**config.mk**
```make
export PLATFORM = sky130hd
export DESIGN_NAME = mem_arbiter
export DESIGN_NICKNAME = d
export VERILOG_FILES = /design/src/rtl/mem_arbiter.sv
export SDC_FILE = /design/constraint.sdc
export NUM_CORES = 1
export LEC_CHECK = 0
export BUFFER_PORTS_ARGS = -buffer_cell sky130_fd_sc_hd__buf_2
export CORE_AREA = 2 2 126 128
export DETAILED_ROUTE_END_ITERATION = 12
export DIE_AREA = 0 0 128 130
export GPL_ROUTABILITY_DRIVEN = 0
export PLACE_DENSITY = 0.52
export SETUP_SLACK_MARGIN = 0.2
export SYNTH_ARGS = -nofsm -noshare
export SYNTH_HDL_FRONTEND = slang
export SYNTH_SLANG_ARGS = --single-unit
```
**constraint.sdc**
```tcl
create_clock -name clk -period 2.7 [get_ports clk]
set_input_delay 0.54 -clock clk [delete_from_list [all_inputs] [get_ports clk]]
set_output_delay 0.54 -clock clk [all_outputs]
set_load 0.01 [all_outputs]
```
**src/rtl/mem_arbiter.sv**
```systemverilog
// Three-port (fetch / data / external) arbiter onto one single-cycle SRAM port, with external lock support.
// Build option: define MEM_ARBITER_X_PRIORITY_EN to give x fixed priority over a two-way if/d round-robin.
module mem_arbiter #(
  parameter int ADDR_W = 32
) (
  input  logic              clk,
  input  logic              rstn,
  input  logic              if_req,
  input  logic [ADDR_W-1:0] if_addr,
  output logic              if_gnt,
  output logic              if_rvalid,
  input  logic              d_req,
  input  logic [ADDR_W-1:0] d_addr,
  input  logic [3:0]        d_wen,
  input  logic [31:0]       d_wdata,
  output logic              d_gnt,
  output logic              d_rvalid,
  input  logic              x_req,
  input  logic              x_lock,
  input  logic [ADDR_W-1:0] x_addr,
  input  logic [3:0]        x_wen,
  input  logic [31:0]       x_wdata,
  output logic              x_gnt,
  output logic              x_rvalid,
  output logic [31:0]       rdata,
  output logic              m_en,
  output logic [ADDR_W-1:0] m_addr,
  output logic [3:0]        m_wen,
  output logic [31:0]       m_wdata,
  input  logic [31:0]       m_rdata,
  output logic [15:0]       busy_cnt
);
  localparam logic [1:0] P_IF = 2'd0, P_D = 2'd1, P_X = 2'd2;

  typedef enum logic {IDLE, LOCKED} state_t;

  state_t     state, state_nxt;
  logic [1:0] ptr;
  logic [2:0] gnt;      // {x, d, if}
  logic [2:0] rd_pend;  // read issued last cycle, per port

  always_ff @(posedge clk or negedge rstn) begin
    if (!rstn) state <= IDLE;
    else       state <= state_nxt;
  end

  always_comb begin
    state_nxt = state;
    unique case (state)
      IDLE:    if (gnt[2] && x_lock)   state_nxt = LOCKED;
      LOCKED:  if (!(x_req && x_lock)) state_nxt = IDLE;
      default: state_nxt = IDLE;
    endcase
  end

  // Grant select; search begins one past the last granted port.
  always_comb begin
    gnt = '0;
`ifdef MEM_ARBITER_X_PRIORITY_EN
    if (x_req)                              gnt = 3'b100;
    else if (if_req && (ptr != P_IF || !d_req)) gnt = 3'b001;
    else if (d_req)                         gnt = 3'b010;
`else
    if (state == LOCKED && x_req && x_lock) gnt = 3'b100;
    else begin
      unique case (ptr)
        P_IF:    gnt = d_req  ? 3'b010 : x_req ? 3'b100 : if_req ? 3'b001 : 3'b000;
        P_D:     gnt = x_req  ? 3'b100 : if_req ? 3'b001 : d_req ? 3'b010 : 3'b000;
        default: gnt = if_req ? 3'b001 : d_req ? 3'b010 : x_req ? 3'b100 : 3'b000;
      endcase
    end
`endif
    if (!rstn) gnt = '0;
  end

  assign if_gnt = gnt[0];
  assign d_gnt  = gnt[1];
  assign x_gnt  = gnt[2];
  assign m_en   = |gnt;

  always_comb begin
    m_addr  = '0;
    m_wen   = '0;
    m_wdata = '0;
    if (gnt[0]) m_addr = if_addr;
    else if (gnt[1]) begin
      m_addr  = d_addr;
      m_wen   = d_wen;
      m_wdata = d_wdata;
    end else if (gnt[2]) begin
      m_addr  = x_addr;
      m_wen   = x_wen;
      m_wdata = x_wdata;
    end
  end

  always_ff @(posedge clk or negedge rstn) begin
    if (!rstn) ptr <= P_X;
`ifdef MEM_ARBITER_X_PRIORITY_EN
    else if (gnt[0]) ptr <= P_IF;
    else if (gnt[1]) ptr <= P_D;
`else
    else if (gnt[0]) ptr <= P_IF;
    else if (gnt[1]) ptr <= P_D;
    else if (gnt[2]) ptr <= P_X;
`endif
  end

  always_ff @(posedge clk or negedge rstn) begin
    if (!rstn) rd_pend <= '0;
    else       rd_pend <= gnt & {x_wen == 4'd0, d_wen == 4'd0, 1'b1};
  end

  assign if_rvalid = rd_pend[0];
  assign d_rvalid  = rd_pend[1];
  assign x_rvalid  = rd_pend[2];
  assign rdata     = (|rd_pend) ? m_rdata : 32'd0;

  always_ff @(posedge clk or negedge rstn) begin
    if (!rstn)                            busy_cnt <= '0;
    else if (m_en && busy_cnt != 16'hFFFF) busy_cnt <= busy_cnt + 16'd1;
  end
endmodule
```
* After elaboration in Yosys (flattened, before gate mapping)
Cells that the tools add are included.
** Storage, ports and cells
- Bits in registers :: 22
- Input bits :: 206
- Output and inout port bits :: 123
- Logic and storage cells :: 48
** Operators by class
- Add/sub/neg operators :: 1
- Equal/unequal tests :: 2
- Muxes and demuxes :: 28
- Bitwise logic cells :: 2
- Reductions and logical operators :: 11
** Operators with widths (number)
- $mux 32 :: 7
- $mux 3 :: 8
- $add 16x1->16 const B :: 1
- $ne 16x16->1 const B :: 1
- $mux 4 :: 3
- $mux 2 :: 5
- $logic_not 4->1 :: 2
- $pmux 3 s2 :: 1
- $reduce_or 3->1 :: 2
- $logic_and 1x1->1 :: 5
- $and 3x3->3 :: 1
- $mux 1 :: 3
- $reduce_bool 3->1 :: 1
- $eq 2x1->1 const B :: 1
- $logic_not 2->1 :: 1
- $pmux 1 s2 :: 1
- $not 1->1 :: 1

* Logic depth before layout (Yosys ltp)
- Word-level depth :: 9
- Mapped depth :: 7
- Depth with buffers taken out :: 6

* Least setup slack after synthesis
OpenSTA, ideal clock, no wires.
- Kind :: input to output
- Start :: input x_lock
- End :: output m_addr[22]
- Data arrival time :: 1.650 ns
- Required time :: 2.160 ns
- Slack :: 0.510 ns
- Stages on the path :: 7
- Path buffers :: 2
- Path through :: nand3_2 and3_4 and2_1 clkbuf_1 buf_2 a222oi_1 inv_1
** On the way
- Elaborated cells on any way between the ends :: 6
- Those cells by class :: mux (5); reduce/logical (1)
** RTL lines
- start: declaration :: RTL line 19 : input logic x_lock,
- $logic_and 1x1->1 :: RTL line 64 : if (state == LOCKED && x_req && x_lock) gnt = 3'b100;
- $mux 3 :: RTL line 64
- $mux 3 :: RTL line 73 : if (!rstn) gnt = '0;
- via if_gnt :: RTL line 10 : output logic if_gnt,
- $mux 32 :: RTL line 85 : if (gnt[0]) m_addr = if_addr;
- end: declaration :: RTL line 27 : output logic [ADDR_W-1:0] m_addr,
The timed path passes the listed nets, and every way through them passes these cells.

* Worst setup path in the final report
- Start :: register ptr[1]
- End :: output m_addr[30]
** On the way
- Longest elaborated chain between the ends :: 7
- Elaborated cells on any way between the ends :: 8
- Those cells by class :: eq/ne (1); mux (6); reduce/logical (1)
** RTL lines
- start: declaration :: RTL line 38 : logic [1:0] ptr;
- start signal: assignment :: RTL line 98 : if (!rstn) ptr <= P_X;
- start signal: assignment :: RTL line 103 : else if (gnt[0]) ptr <= P_IF;
- start signal: assignment :: RTL line 104 : else if (gnt[1]) ptr <= P_D;
- $eq 2x1->1 / $logic_not 2->1 (equally long branches) :: RTL line 66 : unique case (ptr)
- $pmux 3 s2 * :: RTL line 66
- $mux 3 * :: RTL line 64
- $mux 3 * :: RTL line 73
- $mux 32 :: RTL line 90 : end else if (gnt[2]) begin
- $mux 32 :: RTL line 86 : else if (gnt[1]) begin
- $mux 32 * :: RTL line 85
Mark *: on every way between the ends. The rest lies on a longest branch, timed or not.

==> out/qor.yml <==
grt:
  gr-total-overflow: 0
  grt_util_all_layers: 0.144
  grt_pass1_vias: 3234
  grt_max_degree: 35
  antenna_found_initial: 3
  grt_pass1_wl_mm: 18.4
timing:
  rsz0062_at_grt: "yes"
  worst_slew_pin_slew_ps: 524
  layout_setup_ws_ps: 132
  finalMaxSlewViolations: 0
  slew_headroom: 0.648
  min_period_ps: 2570
  fmax_mhz: 389
  min_period_over_period: 0.951
  setup_viol: 0
  fin_skew_ps: 3.97
  finalHoldViolCount: 0
critical_path:
  rr_startpoint: "ptr[1]"
  crit_start: "ptr[1]"
  path_class: "register to primary output"
  required_ps: 2160
  crit_path_max_fanout: 10
  critPathArrivalTime_ps: 2030
  worst_setup_path_end_kind: "primary output"
  startpoint_type: "register"
status:
  outcome: "complete, no violations"
synth:
  synth.distinct_cells: 40
  yosysTopAreaCell: "dfrtp_1"
  synth.top_cells.by_area: "dfrtp_1 (23%), a222oi_1 (14%), a22o_1 (14%)"
  synthArstFlopShare: 1.00
  synth_nets: 474
  syn_area_um2: 2290
  synth-seq-area-share: 0.241
  synth_edf_count: 0
  yosys_warnings: 0
  synth_top_area_frac: 0.229
  syn_area_per_cell_um2: 8.59
  netlist_instances: 267
  synth_flop_cell: "dfrtp_1"
  synth_seq_cells: 22
floorplan:
  die_w_um: 128
  ios: 329
  coreArea_um2: 15400
  dieArea_um2: 16600
  start_util: 0.149
  die_h_um: 130
  rows: 46
power:
  p_clk_frac: 0.192
  power.density_nw_per_um2: 479
  irDropWorstVdd_mv: 0.214
  pwr-share-comb: 0.555
  p_int_mw: 1.30
  p_sw_frac: 0.400
  p_seq_frac: 0.253
  power_switching_uw: 868
  leakage_nw: 2.65
cells_and_area:
  fin_cells: 788
  utilization: 0.293
  drive_gt1_frac: 0.630
  fin_nets: 802
  fillers: 1666
  syn_to_final_growth_pct: 97.4
clock_tree:
  cts_inserted_buffers: 3
  clk_pin_slew_ps: 60
  cts_tree: "done"
  cts.sinks: 22
  cts_max_level: 1
  insertion_delay_ps: 250
  ctsRootBufferMaster: "clkbuf_16"
  hold_buffers: 0
  cts_buffer_depth: 2
placement:
  dpl_worst_slack_ps: 213
  placed_cells: 774
  port_buffers: 328
  dp_hpwl_mm: 11.0
detailed_routing:
  drt_first_iter_violations: 340
  vias_per_cell: 4.52
  route.detailed.drc: 0
  routed_wl_mm: 13.9
  dr.pass1.iters: 8
  dr_total_vias: 3559
  drt-wirelength-per-cell_um: 17.6
  ant_nets: 0
job:
  cap_violations: 0
hold_path:
  hold_class: "input port to async pin"
-- placed cells by master (no fill, tap or decap), drive strengths merged, types with 3 or more instances in the layout --
| master | synthesis | routed |
|---|---|---|
| buf | 12 | 343 |
| inv | 36 | 37 |
| a22o | 36 | 36 |
| nor2b | 33 | 33 |
| a222oi | 32 | 32 |
| dfrtp | 21 | 21 |
| nand2 | 12 | 12 |
| xor2 | 11 | 11 |
| nand3 | 9 | 9 |
| a211oi | 9 | 9 |
| clkbuf | 11 | 6 |
| nor2 | 6 | 6 |
| o21ai | 5 | 5 |
| a21oi | 5 | 5 |
| and2 | 3 | 3 |
| mux2 | 3 | 3 |
-- synth_stat cells (2+ instances only) --
cell type,n
nand4_1,2
o21ai_0,4
and2_1,3
mux2_1,3
nor2b_1,33
a222oi_1,32
dfrtp_1,21
xnor2_1,2
or4_1,2
a21oi_1,3
inv_2,2
nand2_1,12
buf_2,11
nand2b_1,2
xor2_1,11
a211oi_1,4
a2111oi_2,2
nor3_1,2
inv_1,34
a22o_1,36
a211oi_2,5
nand3_1,8
nor2_1,5
a21oi_2,2
clkbuf_1,11
-- state kept, by name, indices dropped and copies added, names as in the netlist --
register	cells
ptr	2
state	1
rd_pend	3
busy_cnt	16
-- cell type report --
cell class | instances | area, um^2 | share of cell area
multi-input combinational | 185 | 1540 | 0.340
clock buffer | 3 | 75.1 | 0.0166
timing repair buffer | 346 | 1940 | 0.428
tap | 192 | 240 | 0.0531
inverter | 37 | 146 | 0.0323
antenna | 2 | 5.00 | 0.00111
sequential | 22 | 552 | 0.122
clock inverter | 1 | 30.0 | 0.00664
-- routing by layer --
layer	global-route usage	vias up	wire (um)
li1	-	1680	-
met1	0.204	1654	5830
met2	0.240	223	6870
met3	0.0217	2	1170
met4	0.0116	0	34
met5	0	-	0
-- critical path, cell delays in order, from the launching register on --
cell       delay [ps]
dfstp_2           560
nor2_1             70
o2111ai_4         240
inv_4             120
buf_12            160
a222oi_1          370
inv_1             100
buf_6             140
-- through the flow --
step	hold slack (ps)	area, um^2	setup TNS (ps)	power (mW)
after floorplan	244	2290	0	1.11
after global placement	473	4210	0	1.67
after detailed placement	485	4210	0	1.67
after CTS	271	4400	0	2.14
after global routing	273	4520	-6.62	2.34
final	279	4530	0	2.17
-- kinds of logic after synthesis --
logic type	synth area share
xor gates and xnor gates	0.0497
muxes	0.0147
buffers and inverters	0.106
DFF	0.241
adders and majority gates	0.00546
and+or+nand+nor	0.198
AOI/OAI and AO/OA	0.385
-- what timing repair did --
action                     in CTS  in global routing
setup buffers                   2                  1
resized for setup               3                  9
setup endpoints to repair      31                 59
pin swaps                      15                 15
cloned                          2                  3
-- power groups by stage --
stage / logic, mW / clock network [mW] / registers [mW]
detailed placement: 1.12 / 0 / 0.550
finish: 1.20 / 0.416 / 0.548
global placement: 1.12 / 0 / 0.550
CTS: 1.17 / 0.428 / 0.543
floorplan: 0.550 / 0 / 0.564
global route: 1.32 / 0.454 / 0.565
-- worst paths after layout --
check	endpoint	slack [ps]	depth (start not counted)
min	ptr[1]	280	1
max reg2reg	busy_cnt[12]	580	7
min in group clk	busy_cnt[9]	490	1
max	m_addr[30]	130	7
max in group asynchronous	busy_cnt[8]	2130	2
min reg2reg	busy_cnt[9]	490	1
(Power assumes the default switching activity.)
